===== src/rtl/regfile_scoreboard.sv =====
// 32-entry integer register file with bypassed combinational reads and a
// pending-write scoreboard that stalls issue on RAW/WAW hazards.

module regfile_cell #(
  parameter int DATA_WIDTH = 32
) (
  input  logic                  clk,
  input  logic                  clr_n,
  input  logic                  en,
  input  logic [DATA_WIDTH-1:0] d,
  output logic [DATA_WIDTH-1:0] q
);

  always_ff @(posedge clk or negedge clr_n) begin
    if (!clr_n) q <= '0;
    else if (en) q <= d;
  end

endmodule

module regfile_scoreboard #(
  parameter int DATA_WIDTH = 32,
  parameter int ADDR_WIDTH = 5
) (
  input  logic                  clk,
  input  logic                  clr_n,
  input  logic                  we,
  input  logic [ADDR_WIDTH-1:0] wr_addr,
  input  logic [DATA_WIDTH-1:0] wr_data,
  input  logic [ADDR_WIDTH-1:0] rs1_addr,
  input  logic [ADDR_WIDTH-1:0] rs2_addr,
  output logic [DATA_WIDTH-1:0] rs1_data,
  output logic [DATA_WIDTH-1:0] rs2_data,
  input  logic                  iss_valid,
  input  logic [ADDR_WIDTH-1:0] iss_rd,
  output logic                  stall,
  output logic [ADDR_WIDTH:0]   pend_cnt
);

  localparam int NUM_REGS = 2 ** ADDR_WIDTH;
  localparam logic [ADDR_WIDTH:0] CNT_MAX = (ADDR_WIDTH+1)'(NUM_REGS - 1);

  logic [NUM_REGS-1:0][DATA_WIDTH-1:0] entry;
  logic [NUM_REGS-1:0]                 busy;
  logic [NUM_REGS-1:0]                 busy_nxt;
  logic                                wb_live;
  logic                                accept;
  logic                                accept_set;
  logic                                wb_clear;

  assign entry[0] = '0;

  for (genvar g = 1; g < NUM_REGS; g++) begin : g_cell
    regfile_cell #(.DATA_WIDTH(DATA_WIDTH)) u_cell (
      .clk   (clk),
      .clr_n (clr_n),
      .en    (we && (wr_addr == ADDR_WIDTH'(g))),
      .d     (wr_data),
      .q     (entry[g])
    );
  end

  function automatic logic [DATA_WIDTH-1:0] read_port(input logic [ADDR_WIDTH-1:0] a);
    if (a == '0)                 return '0;
    else if (we && wr_addr == a) return wr_data;
    else                         return entry[a];
  endfunction

  // A busy index stops hazarding in the very cycle its writeback arrives.
  function automatic logic hazard(input logic [ADDR_WIDTH-1:0] a);
    return busy[a] && !(we && wr_addr == a);
  endfunction

  function automatic logic [ADDR_WIDTH:0] sat_step(input logic [ADDR_WIDTH:0] c,
                                                    input logic inc, input logic dec);
    if (inc && !dec)      return (c == CNT_MAX) ? c : c + 1'b1;
    else if (dec && !inc) return (c == '0) ? c : c - 1'b1;
    else                  return c;
  endfunction

  assign rs1_data = clr_n ? read_port(rs1_addr) : '0;
  assign rs2_data = clr_n ? read_port(rs2_addr) : '0;
  assign stall    = clr_n && iss_valid &&
                    (hazard(rs1_addr) || hazard(rs2_addr) || hazard(iss_rd));

  assign wb_live    = we && (wr_addr != '0);
  assign accept     = iss_valid && !stall && (iss_rd != '0);
  // Counter moves only on real 0->1 / 1->0 transitions so it tracks popcount(busy).
  assign accept_set = accept && !busy[iss_rd];
  assign wb_clear   = wb_live && busy[wr_addr] && !(accept && iss_rd == wr_addr);

  always_comb begin
    busy_nxt = busy;
    if (wb_live) busy_nxt[wr_addr] = 1'b0;
    if (accept)  busy_nxt[iss_rd]  = 1'b1;
    busy_nxt[0] = 1'b0;
  end

  always_ff @(posedge clk or negedge clr_n) begin
    if (!clr_n) begin
      busy     <= '0;
      pend_cnt <= '0;
    end else begin
      busy     <= busy_nxt;
      pend_cnt <= sat_step(pend_cnt, accept_set, wb_clear);
    end
  end

endmodule


===== config.mk =====
export PLATFORM = sky130hd
export DESIGN_NAME = regfile_scoreboard
export DESIGN_NICKNAME = d
export VERILOG_FILES = /design/src/rtl/regfile_scoreboard.sv
export SDC_FILE = /design/constraint.sdc
export NUM_CORES = 2
export LEC_CHECK = 0
export BUFFER_PORTS_ARGS = -buffer_cell sky130_fd_sc_hd__buf_2
export CORE_AREA = 3 3 320 322
export DETAILED_ROUTE_END_ITERATION = 10
export DIE_AREA = 0 0 323 325
export PLACE_DENSITY = 0.77
export SYNTH_ARGS = -nofsm -noshare
export SYNTH_HDL_FRONTEND = slang
export SYNTH_SLANG_ARGS = --single-unit

===== constraint.sdc =====
create_clock -name clk -period 3.4 [get_ports clk]
set_input_delay 0.85 -clock clk [delete_from_list [all_inputs] [get_ports clk]]
set_output_delay 0.85 -clock clk [all_outputs]
set_load 0.1 [all_outputs]

Word level (Yosys, flattened, before mapping)
Index checks and enable logic that the tools add are counted.

Reductions and logical operators: 67. Shift operators: 0. Divide/modulo/power cells: 0. $add $sub $neg: 2. $mul: 0. Muxes and demuxes: 28. Equality and inequality tests: 38. Magnitude comparators: 6. Bitwise gates (word level): 3.

Operators with widths (number): $bmux 32 s5 (2); $mux 32 (10); $eq 5x5->1 const B (16); $logic_and 1x1->1 (50); $eq 5x4->1 const B (8); $and 32x32->32 (1); $not 32->32 (1); $or 32x32->32 (1); $lt 5x6->1 const B (4); $mux 6 (4); $bmux 1 s5 (4); $eq 5x3->1 const B (4); $eq 5x5->1 (4); $demux 1 s5 (2); $eq 5x2->1 const B (2); $ge 5x1->1 const B (2); $logic_not 5->1 (2); $reduce_bool 5->1 (2); $logic_not 1->1 (8); $add 6x1->6 const B (1); $eq 6x5->1 const B (1); $logic_not 6->1 (1); $mux 1 (6); $sub 6x1->6 const B (1); 5 further kinds (7).

Bits in registers: 1029. RAM bits: 0. Bits in read-only memories: 0. Output and inout bits: 71. Memories kept: 0. Input port bits: 56. Bits in latches: 0. Word-level logic and storage cells: 177.

Depth between registers and ports, before layout
Depth in word-level cells: 17. Gate-level depth with buffers: 20. Depth with buffers taken out: 15.

Hierarchy
A second synthesis with hierarchy kept.

Cells, all modules: 3936. Area, all modules: 61704.2 µm².

By module, submodules not included: regfile_cell (cells an instance 68, area an instance 1345.0 µm², instances 31); regfile_scoreboard (cells an instance 1828, area an instance 20007.9 µm², instances 1).

Least setup slack after synthesis
No wires, ideal clock.

Path kind: input port to output port. Start: input port wr_addr[0]. End: output port rs2_data[10]. Data arrival time: 4398 ps. Stages on the path: 9. Slack: -1848 ps. Path buffers: 3. Cell sequence: buf_4 > buf_4 > xor2_1 > nor4_1 > nand3_1 > clkbuf_1 > o221ai_1 > a21oi_1 > nor3_1.

Cells in the longest elaborated chain, start to end: 5.

RTL lines: from (decl) (line 28) `input logic [ADDR_WIDTH-1:0] wr_addr,`; $eq 5x5->1 (line 65) `else if (we && wr_addr == a) return wr_data;`; $logic_and 1x1->1 (line 65); $mux 32 (line 65); $mux 32 (line 64) `if (a == '0) return '0;`; $mux 32 (line 82) `assign rs2_data = clr_n ? read_port(rs2_addr) : '0;`; to (decl) (line 33) `output logic [DATA_WIDTH-1:0] rs2_data,`.

No other way between the ends.

Final worst setup path
Start: register busy[31]. End: output port stall.

Cells in the longest elaborated chain, start to end: 6. Elaborated cells between the ends (all ways): 12.

RTL lines: from (decl) (line 44) `logic [NUM_REGS-1:0] busy;`; from (signal assigned) (line 104) `busy <= busy_nxt;`; $bmux 1 s5 (line 71) `return busy[a] && !(we && wr_addr == a);`; $mux 1 (not written as such) (line 71); $logic_and 1x1->1 (line 71); $logic_or 1x1->1 (line 84) `(hazard(rs1_addr) || hazard(rs2_addr) || hazard(iss_rd));`; $logic_or 1x1->1 * (line 84); $logic_and 1x1->1 * (line 83) `assign stall = clr_n && iss_valid &&`; to (decl) (line 36) `output logic stall,`.

Every way passes the cells marked *; elsewhere a longest branch is shown, timed or not. The select of a mux whose other input is x is not followed.

==> flow_summary.yaml <==
routing:
  dr_wl_met2_um: 88870
  vias_per_cell: 7.166
  drt_iter0_drc: 4694
  highest_layer: "met5"
  drc: 0
  wire_per_inst_um: 33.64
  routed_wl_um: 188200
  via_count: 40080
  dr_wl_met3_um: 19820
  ant_nets: 0
  wl_met1_um: 68360
  first_pass_iters: 7
clock_tree:
  clkTransAtPathRegs_ns: 0.07
  clockBufferDepth: 3
  cts_sinks: 1029
  cts-root-buf: "clkbuf_16"
  cts_tree: "built"
  cts_buffers: 109
  htreeDepth: 3
  worstSkewPairLatency_ns: 0.73
cells_and_area:
  syn2layout_area_growth_pct: 25.97
  final_cell_mix: "mux2_2 (1062), dfrtp_1 (1028), mux4_2 (533)"
  final_core_util_pct: 71.75
  layout-drive-gt1-share_pct: 64.03
  fin_nets: 4264
  final_common_cell: "mux2_2"
  nFillCells: 5876
yosys:
  syn_avg_cell_area_um2: 14.96
  syn_nets: 3865
  synthArstFlopShare_pct: 100.0
  ys.flop_type: "dfrtp_1"
  synth-xor-area-share_pct: 0.3080
  yosys.cell_types.count: 62
  ys_ff_latch: 1029
  ys_seq_area_share_pct: 45.27
  ys_warn_count: 0
  synthMuxAreaShare_pct: 44.70
  synth-simple-area-share_pct: 2.301
  synth_cells: 3803
  synth_compound_area_share_pct: 3.863
  synthesis.area_um2: 56870
  synth-edff-count: 0
  synth_top_family_by_area: "multiplexers"
  synth_fa_ha_area_share_pct: 0.1452
power:
  p_comb_share_pct: 28.3
  internal-power_w: 0.02843
  clock_power_share_pct: 30.7
  ir_worst_vdd_uv: 456.1
  power_w: 0.04069
  leakage_nw: 30.73
  power_switching_w: 0.01226
  pwr-share-seq_pct: 41.1
  switching_share_pct: 30.14
  p_per_area_nw_per_um2: 567.9
global_routing:
  grt_usage_pct: 35.91
  grt_pass1_vias: 42430
  gr-total-overflow: 0
  grt_pass1_wl_um: 279100
  grt_antenna_before_repair: 5
  grt_max_degree: 169
die:
  die_w_um: 323
  start_util_pct: 56.96
  placeableCoreArea_um2: 99860
  rows: 116
  io_pins: 127
  die_h_um: 325
  dieArea_um2: 105000
sta:
  rsz0062_at_grt: "true"
  maxSlewViolCount: 0
  tightest_slew_ns: 1.021
  layout_min_cycle_time_ns: 3.840
  hold_viol_final: 0
  setup_viol: 67
  clock.fmax_mhz: 260.4
  fin_ws_ns: -0.4403
  relSlewSlack_pct: 31.92
  fin_crit_sh_pct: 113.0
  skew_ns: 0.02477
setup_path:
  path_common_cell: "buf_12"
  arrival_ns: 2.99
  cp_slowest_cell: "mux4_2"
  cp.required_ns: 2.55
  critPathTopFamily: "multiplexers"
  ff2ff_path_depth: 16
  cp_num_buf_inv: 3
  cp.depth: 9
  endpoint_kind: "output port"
  path_class: "flip-flop to output port"
  slowest_delay_ns: 0.50
  crit_path_max_fanout: 4
  worstPathCellList: "mux4_2 -> mux2i_2 -> o2111ai_1 -> nand4_1 -> o21ai_2 -> buf_6 -> buf_12 -> or2_4 -> buf_12"
  start_kind: "flip-flop"
outcome:
  violations: "negative setup slack"
  outcome: "finished, violations left"
place:
  dp_hpwl_um: 109000
  gp_congestion: 0.9520
  io_buffers: 126
job:
  maxCapViolations: 0
min_path:
  hp-class: "input pin to asynchronous set/reset pin"
through the flow:
stage / cell area, µm² / TNS [ns] / setup WS [ns] / std cells / hold WS, ns
2_1_floorplan: 58440 / -16.08 / -0.6431 / 3803 / 0.4906
3_3_place_gp: 63630 / -35.22 / -0.8149 / 5230 / 0.4982
3_5_place_dp: 63630 / -37.20 / -0.8665 / 5230 / 0.5092
4_1_cts: 70800 / -21.55 / -0.3980 / 5547 / 0.04601
5_1_grt: 71640 / -24.21 / -0.4467 / 5590 / 0.06875
6_report: 71640 / -22.50 / -0.4403 / 5593 / 0.06592
Yosys cell counts, drive strengths merged, types with 4 or more instances:
| cell type | number | share of area [%] |
|---|---|---|
| mux4 | 533 | 21 |
| nor2 | 59 | 0.39 |
| a31oi | 33 | 0.36 |
| nor3 | 42 | 0.38 |
| nor3b | 6 | 0.097 |
| nor2b | 6 | 0.066 |
| and3 | 4 | 0.044 |
| ha | 5 | 0.11 |
| nand2b | 38 | 0.42 |
| a22o | 63 | 0.97 |
| mux2i | 137 | 2.4 |
| o22a | 31 | 0.48 |
| nand2 | 79 | 0.52 |
| mux2 | 1070 | 21 |
| a21oi | 40 | 0.35 |
| inv | 17 | 0.11 |
| clkbuf | 210 | 1.4 |
| buf | 213 | 1.9 |
| o31ai | 20 | 0.26 |
| nand3 | 10 | 0.088 |
| dfrtp | 1029 | 45 |
| o221ai | 29 | 0.45 |
| nand4 | 6 | 0.066 |
| a22oi | 4 | 0.053 |
| o21ai | 42 | 0.38 |
| xor2 | 12 | 0.18 |
| o22ai | 4 | 0.044 |
| o32ai | 9 | 0.14 |
| nor4 | 5 | 0.077 |
| xnor2 | 8 | 0.12 |
state kept, by name (all words and copies together) (netlist names):
register,flops
busy,31
pend_cnt,6
g_cell.u_cell.q,992
final timing paths:
path                                                       end  slack [ns]                    start
hold / removal               g_cell[1].u_cell.q[0]$_DFFE_PN0P_        0.07                    clr_n
max in group asynchronous  g_cell[12].u_cell.q[12]$_DFFE_PN0P_        1.18                    clr_n
setup / recovery                                         stall       -0.44       busy[31]$_DFF_PN0_
min in group clk            g_cell[13].u_cell.q[2]$_DFFE_PN0P_        0.46               wr_data[2]
setup reg to reg                       pend_cnt[5]$_DFFE_PN0P_       -0.20       busy[31]$_DFF_PN0_
hold reg to reg                        pend_cnt[5]$_DFFE_PN0P_        0.52  pend_cnt[5]$_DFFE_PN0P_
logic make-up (layout without fill, tap and decap cells):
kind of cell,Yosys count,count (layout)
muxes,1740,1740
DFF,1029,1029
buffers and inverters,441,930
AOI/OAI and AO/OA,300,300
and+or+nand+nor,267,267
xor gates and xnor gates,20,20
adders and majority gates,6,6
other,0,3
power by group through the flow:
stage / sequential, W / combinational, W / clock (W)
after CTS: 0.0166 / 0.0111 / 0.0125
after global placement: 0.0165 / 0.0100 / 0
after floorplan: 0.0163 / 0.00748 / 0
after global routing: 0.0170 / 0.0121 / 0.0131
final: 0.0167 / 0.0115 / 0.0125
after detailed placement: 0.0167 / 0.0103 / 0
timing repair:
item	CTS	global route
buffers inserted	82	53
resized for setup	350	125
hold buffers	0	0
setup endpoints to repair	67	69
gates cloned	38	5
pin swaps	88	62
metal layers:
layer / up-vias / global-route usage [%]
met5: - / 0
met4: 6 / 19.85
met3: 680 / 8.082
met2: 2480 / 55.72
met1: 21270 / 47.29
li1: 15650 / -
layout make-up:
type / count / area, µm² / share of cell area (%)
antenna: 3 / 7.507 / 0.01048
clock buffer: 161 / 3254 / 4.542
clock inverter: 40 / 484.2 / 0.6759
inverter: 18 / 72.57 / 0.1013
multi-input combinational: 2333 / 31290 / 43.67
sequential: 1029 / 25750 / 35.94
tap: 1298 / 1624 / 2.267
timing repair buffer: 711 / 9160 / 12.79
No activity file was read; power rests on OpenSTA's default activity.
